<file path="src/rtl/ftsd_scan_capture.sv">
// Receive side of the 14-segment scan bus: synchronises select/data, captures each
// stably-held digit into its own register and flags frame completion and scan errors.
module ftsd_scan_capture #(
    parameter int SYNC_STAGES = 2,
    parameter int STABLE_CNT  = 4,
    parameter int CNT_W       = 8
) (
    input  logic       clk,
    input  logic       rst_n,
    input  logic [3:0] ftsd_ctl,
    input  logic [5:0] ftsd_in,
    input  logic       clr_valid,
    output logic [5:0] out0,
    output logic [5:0] out1,
    output logic [5:0] out2,
    output logic [5:0] out3,
    output logic [3:0] digit_valid,
    output logic       frame_done,
    output logic       seq_err,
    output logic       sel_err
);
    logic [SYNC_STAGES-1:0][3:0] r_ctl_sync;
    logic [SYNC_STAGES-1:0][5:0] r_dat_sync;
    logic [3:0]       r_prev_ctl;
    logic [5:0]       r_prev_dat;
    logic [CNT_W-1:0] r_cnt;
    logic             r_captured;
    logic [1:0]       r_expect;
    logic [3:0][5:0]  r_out;
    logic [3:0]       r_valid;
    logic             r_frame_done;
    logic             r_seq_err;
    logic             r_sel_err;

    logic [3:0]       w_sctl;
    logic [5:0]       w_sdat;
    logic             w_legal;
    logic             w_illegal;
    logic [1:0]       w_idx;
    logic             w_changed;
    logic [CNT_W-1:0] w_cnt_next;
    logic             w_capture;

    assign w_sctl = r_ctl_sync[SYNC_STAGES-1];
    assign w_sdat = r_dat_sync[SYNC_STAGES-1];

    always_comb begin
        w_legal = 1'b1;
        w_idx   = 2'd0;
        case (w_sctl)
            4'b0111: w_idx = 2'd0;
            4'b1011: w_idx = 2'd1;
            4'b1101: w_idx = 2'd2;
            4'b1110: w_idx = 2'd3;
            default: w_legal = 1'b0;
        endcase
    end

    assign w_illegal = !w_legal && (w_sctl != 4'b1111);
    assign w_changed = {w_sctl, w_sdat} != {r_prev_ctl, r_prev_dat};

    // Counter value for this edge; capturing on it keeps latency at SYNC_STAGES+STABLE_CNT.
    assign w_cnt_next = w_changed ? CNT_W'(1) :
                        (r_cnt == CNT_W'(STABLE_CNT)) ? r_cnt : r_cnt + CNT_W'(1);
    assign w_capture  = w_legal && (w_cnt_next == CNT_W'(STABLE_CNT)) &&
                        (w_changed || !r_captured);

    always_ff @(posedge clk) begin
        if (!rst_n) begin
            for (int i = 0; i < SYNC_STAGES; i++) begin
                r_ctl_sync[i] <= 4'b1111;
                r_dat_sync[i] <= 6'd0;
            end
            r_prev_ctl <= 4'b1111;
            r_prev_dat <= 6'd0;
            r_cnt      <= '0;
            r_captured <= 1'b0;
        end else begin
            r_ctl_sync[0] <= ftsd_ctl;
            r_dat_sync[0] <= ftsd_in;
            for (int i = 1; i < SYNC_STAGES; i++) begin
                r_ctl_sync[i] <= r_ctl_sync[i-1];
                r_dat_sync[i] <= r_dat_sync[i-1];
            end
            r_prev_ctl <= w_sctl;
            r_prev_dat <= w_sdat;
            r_cnt      <= w_cnt_next;
            r_captured <= w_capture || (!w_changed && r_captured);
        end
    end

    always_ff @(posedge clk) begin
        if (!rst_n) begin
            r_out        <= '0;
            r_valid      <= 4'd0;
            r_expect     <= 2'd0;
            r_frame_done <= 1'b0;
            r_seq_err    <= 1'b0;
            r_sel_err    <= 1'b0;
        end else begin
            r_frame_done <= 1'b0;
            r_seq_err    <= 1'b0;
            r_sel_err    <= w_illegal && (w_sctl != r_prev_ctl);
            if (clr_valid) begin
                r_valid  <= 4'd0;
                r_expect <= 2'd0;
            end
            // Capture overrides a coincident clear for its own digit and the tracker.
            if (w_capture) begin
                r_out[w_idx] <= w_sdat;
                if (clr_valid)
                    r_valid <= 4'b0001 << w_idx;
                else
                    r_valid[w_idx] <= 1'b1;
                if (w_idx == r_expect) begin
                    r_expect     <= r_expect + 2'd1;
                    r_frame_done <= (w_idx == 2'd3);
                end else begin
                    r_seq_err <= 1'b1;
                    r_expect  <= (w_idx == 2'd0) ? 2'd1 : 2'd0;
                end
            end
        end
    end

    assign out0        = r_out[0];
    assign out1        = r_out[1];
    assign out2        = r_out[2];
    assign out3        = r_out[3];
    assign digit_valid = r_valid;
    assign frame_done  = r_frame_done;
    assign seq_err     = r_seq_err;
    assign sel_err     = r_sel_err;
endmodule

</file>
<file path="config.mk">
export PLATFORM = sky130hd
export DESIGN_NAME = ftsd_scan_capture
export DESIGN_NICKNAME = d
export VERILOG_FILES = /design/src/rtl/ftsd_scan_capture.sv
export SDC_FILE = /design/constraint.sdc
export NUM_CORES = 1
export LEC_CHECK = 0
export CAP_MARGIN = 30
export CORE_MARGIN = 2
export CORE_UTILIZATION = 41
export CTS_CLUSTER_DIAMETER = 40
export CTS_CLUSTER_SIZE = 24
export DETAILED_ROUTE_END_ITERATION = 16
export PLACE_DENSITY = 0.66
export SLEW_MARGIN = 20
export SYNTH_ARGS = -nofsm -noshare
export SYNTH_HDL_FRONTEND = slang
export SYNTH_SLANG_ARGS = --single-unit
</file>
<file path="constraint.sdc">
create_clock -name clk -period 4.7 [get_ports clk]
set_input_delay 0.94 -clock clk [delete_from_list [all_inputs] [get_ports clk]]
set_output_delay 0.94 -clock clk [all_outputs]
set_load 0.005 [all_outputs]
</file>
After elaboration in Yosys (flattened, before gate mapping). Cells that the tools add are included. W data, S select, Z words.

Bits in registers: 72. Output and inout bits: 31. Word-level logic and storage cells: 68. Input port bits: 13.

Reductions and logical operators: 16. Add/sub/neg operators: 2. Bitwise gates (word level): 1. Equal/unequal tests: 11. Shifts and indexed selects: 1. $lt $le $gt $ge: 2. Muxes and demuxes: 18.

Operators with widths (number): $bwmux W24 (1); $eq A8 B3 Y1 const B (2); $mux W4 (4); $mux W8 (2); $demux W6 S2 (1); $eq A4 B4 Y1 const B (3); $ne A10 B10 Y1 (1); $add A8 B1 Y8 const B (1); $logic_and A1 B1 Y1 (6); $mux W2 (3); $mux W6 (1); $pmux W2 S3 (1); $eq A4 B3 Y1 const B (1); $mux W1 (4); $ne A4 B4 Y1 (1); $ne A4 B4 Y1 const B (1); $or A4 B4 Y4 (1); $reduce_or A4 Y1 (1); $shl A1 B2 Y4 const A (1); $logic_not A1 Y1 (3); $lt A2 B3 Y1 const B (1); $reduce_and A3 Y1 (1); $add A2 B1 Y2 const B (1); $demux W1 S2 (1); other kinds (7) (8).

Longest topological paths before layout.
Word-level depth: 9. Gate-level depth with buffers: 9. Gate-level depth less buffers: 8.

Worst setup path before layout. No wires, ideal clock.

Kind: reg-to-reg. From: register r_cnt[0]. To: register r_out (netlist bit out0[0]). Required time: 4628 ps. Data arrival time: 2398 ps. Clock period less this slack: 2470 ps. Buffers on the path: 1. Library setup time: 72 ps. Cell stages (with the launch flop): 10. Slack: 2230 ps. Cells stage by stage: dfxtp_1 inv_1 ha_1 or2_1 a211oi_1 o2bb2ai_1 or3b_1 buf_6 a211oi_4 mux2i_1.

Word-level cells in the longest chain between the ends: 6. Elaborated cells between the ends (all ways): 7. Classes of those cells: 1 x add/sub; 2 x eq/ne; 2 x mux; 2 x reduce/logical.

Ends and longest elaborated chain: from (decl) (line 26) `logic [CNT_W-1:0] r_cnt;`; from (signal assigned) (line 87) `r_cnt <= w_cnt_next;`; $add A8 B1 Y8 or $eq A8 B3 Y1 (tied branches) (line 64) `(r_cnt == CNT_W'(STABLE_CNT)) ? r_cnt : r_cnt + CNT_W'(1);`; $mux W8 (*) (line 64); $mux W8 (*) (line 63) `assign w_cnt_next = w_changed ? CNT_W'(1) :`; $eq A8 B3 Y1 (*) (line 65) `assign w_capture = w_legal && (w_cnt_next == CNT_W'(STABLE_CNT)) &&`; $logic_and A1 B1 Y1 (*) (2 in a row) (line 65); to (signal, indexed assignment) (line 110) `r_out[w_idx] <= w_sdat;`; to (decl) (line 29) `logic [3:0][5:0] r_out;`.

Mark *: on every way between the ends. The rest lies on a longest branch, timed or not. A chain may end at the register's enable or synchronous reset.

Worst setup path in the final report.
From: register r_ctl_sync (netlist bit w_sctl[2]). To: register r_out (netlist bit out0[1]).

Word-level cells in the longest chain between the ends: 7. Elaborated cells between the ends (all ways): 19. Classes of those cells: 2 x order compare; 6 x eq/ne; 6 x mux; 5 x reduce/logical.

Ends and longest elaborated chain: from (decl) (line 22) `logic [SYNC_STAGES-1:0][3:0] r_ctl_sync;`; from (signal, indexed assignment) (line 82) `r_ctl_sync[i] <= r_ctl_sync[i-1];`; $eq A4 B4 Y1 (line 50) `case (w_sctl)`; $pmux W2 S3 (line 50); $lt A2 B3 Y1 (not written as such) or $ge A2 B1 Y1 (tied branches) (line 110); $logic_and A1 B1 Y1 (not written as such) (line 110); $mux W6 (not written as such) (line 110); $demux W6 S2 (line 110); $bwmux W24 (line 110).

Parallel ways exist; a longest one is shown, timed or not.

==> results.py <==
metrics = {
    "yosys": {
        "synth_compound_gate_area_share_pct": 8.12,
        "yosysTopAreaCell": "dfxtp_1",
        "ys_async_sr_fraction_pct": 0,
        "yosys_warnings": 0,
        "synth_fp_nets": 305,
        "synth_top_area_share_pct": 48.2,
        "synth_edf_count": 0,
        "synthMuxAreaShare_pct": 8.42,
        "synth-simple-area-share_pct": 23.6,
        "ys.flop_type": "dfxtp_1",
        "synth_cell_types": 59,
        "syn-cell-area_um2": 2990,
        "synthXorXnorAreaFrac_pct": 5.53,
        "ys_ff_latch": 72,
        "syn_area_per_cell_um2": 10.3,
        "synth_top_family_by_area": "simple AND/OR/NAND/NOR gates",
        "synthTopCellsByArea": "dfxtp_1 (48%), mux2i_1 (8.0%), nand2_1 (5.5%)",
        "syn-instance-count": 290,
        "synth_adder_area_share_pct": 1.17,
        "ys_seq_area_share_pct": 48.2,
    },
    "worst_setup_path": {
        "path_class": "flip-flop to flip-flop",
        "startpoint_type": "flip-flop",
        "crit_fanout": 15,
        "cp_data_required_time_ps": 4970,
        "startpoint": "w_sctl[2]$_SDFF_PN1_",
        "critical_path_arrival_ps": 3260,
        "r2r-start": "w_sctl[2]$_SDFF_PN1_",
        "end_kind": "flip-flop",
    },
    "place": {
        "io_buffers": 43,
        "dp_hpwl_mm": 3.89,
        "gp_congestion": 0.790,
        "place_area_um2": 3440,
    },
    "clock_network": {
        "tritoncts": "built",
        "post_cts_buffers": 0,
        "clk_pin_slew_ps": 80,
        "hold_buffers": 0,
        "cts_buffers": 9,
        "htreeDepth": 3,
        "root_buffer": "clkbuf_8",
        "cts_num_sinks": 72,
        "clk_latency_ps": 350,
        "clockBufferDepth": 2,
        "cts_resized": 0,
    },
    "routing": {
        "routed_wl_mm": 5.60,
        "via_per_inst": 4.76,
        "drt_first_pass_iters": 4,
        "wire_per_inst_um": 12.9,
        "detail-route-antenna-nets": 0,
        "vias": 2063,
        "drtIter0Drc": 80,
        "drc": 0,
    },
    "timing": {
        "rsz0062_at_grt": "false",
        "tightest_slew_ps": 724,
        "hold_viol": 0,
        "setup_tns_ps": 0,
        "period_needed_ps": 2990,
        "fmax_ghz": 0.334,
        "fin_skew_ps": 12.3,
        "relSlewSlack_pct": 51.7,
        "post-route-period-util_pct": 63.6,
        "setup_violations": 0,
        "slew_violations": 0,
    },
    "worst_hold_path": {
        "holdCritStartpoint": "r_ctl_sync[3]$_SDFF_PN1_",
        "hold_class": "flip-flop to flip-flop",
    },
    "floorplanning": {
        "rows": 31,
        "die_y_um": 89.4,
        "ios": 44,
        "fp.dieW_um": 89.4,
        "core_area_um2": 7140,
        "die_area_um2": 7990,
        "initial_utilization_pct": 41.9,
    },
    "power_and_ir_drop": {
        "finalPower_mw": 1.30,
        "cellLeakagePower_nw": 1.37,
        "vdd_ir_drop_max_mv": 0.274,
        "power_density_nw_per_um2": 353,
    },
    "finish": {
        "fin_nets": 344,
        "design_area_um2": 3690,
        "drive_above_1_share_pct": 10.5,
        "syn2layout_area_growth_pct": 23.7,
        "layout_common_cells": "dfxtp_1 (72), nand2_1 (44), clkdlybuf4s50_1 (42)",
        "final_common_cell": "dfxtp_1",
        "n_antenna_cell": 0,
    },
    "grt": {
        "grt_start_max_net_pins": 43,
        "grt_pass1_wl_mm": 9.37,
        "grt_pass1_vias": 1906,
        "grt-ovfl-total": 0,
        "grt_usage_pct": 15.6,
        "antenna_found_initial": 0,
    },
    "outcome": {
        "status": "finished clean",
    },
    "flow_run": {
        "cap_violations": 0,
    },
}
[layout make-up]
class | instances | area (um^2)
Clock buffer | 10 | 138
Clock inverter | 6 | 115
Fill cell | 666 | 3440
Inverter | 12 | 45.0
Multi-Input combinational cell | 190 | 1400
Sequential cell | 72 | 1440
Tap cell | 99 | 124
Timing Repair Buffer | 44 | 433
[Yosys cell counts (2+ instances only)]
cell type	instances
a211oi_1	3
xor2_1	10
xnor2_1	7
inv_1	12
nor2_1	3
nor2b_1	6
nand2_1	44
o21a_1	6
clkbuf_1	9
nor3_1	2
a21oi_1	5
o21ai_0	2
nand4b_2	2
ha_1	2
or4_1	2
mux2i_1	24
and2_1	12
and3_1	2
dfxtp_1	72
nor3_4	3
buf_6	5
nor3b_1	2
nand3_1	4
o211ai_1	2
nand2b_1	15
[flip-flops by register name (all words and copies together), names as in the netlist, 4 cells and up]
| signal | cells |
|---|---|
| r_cnt | 8 |
| out0 | 6 |
| out1 | 6 |
| out2 | 6 |
| out3 | 6 |
| r_dat_sync | 6 |
| r_prev_dat | 6 |
| w_sdat | 6 |
| digit_valid | 4 |
| r_ctl_sync | 4 |
| r_prev_ctl | 4 |
| w_sctl | 4 |
[metrics by stage]
stage	hold slack, ps	utilization, %	setup WS [ps]	instances
after CTS	412	51.8	1690	433
after detailed placement	393	48.2	1720	417
final	410	51.8	1710	433
after global placement	389	48.2	1710	417
after floorplan	386	-	2230	290
after global routing	428	51.8	1510	433
[logic make-up after synthesis]
family / count (synthesis)
AND/OR/NAND/NOR: 113
flip-flops: 72
AO/OA/AOI/OAI: 31
buffers and inverters: 28
multiplexers: 25
XOR/XNOR: 18
adder cells (fa/ha/maj): 3
[power by group]
group          internal (mW)  switching, mW  leakage, nW
Sequential             0.621         0.0104        0.586
Combinational         0.0317         0.0355        0.666
Clock                  0.370          0.236        0.123
Total                   1.02          0.282         1.37
[path summary, 6_finish.rpt]
check                         end  slack, ps  cells after the start
max          out0[1]$_SDFFE_PN0P_       1710                      6
min          w_sctl[3]$_SDFF_PN1_        410                      1
max reg2reg  out0[1]$_SDFFE_PN0P_       1710                      6
min reg2reg  w_sctl[3]$_SDFF_PN1_        410                      1
[metal layers]
layer  track usage [%]  vias to the layer above  wire length (um)
met5                 0                        -                 0
met4              6.11                        0                91
met3              4.89                        9               254
met2              23.5                       40              2640
met1              20.8                      957              2620
li1                  -                     1057                 -
[critical path: stages (launching register included)]
cell and delay, ps:
dfxtp_1 690, xor2_2 160, nor4_4 400, nand4_2 210, or3b_1 620, a211oi_4 600
mux2i_1 230
Note: power is estimated with default switching activity, not from simulation.
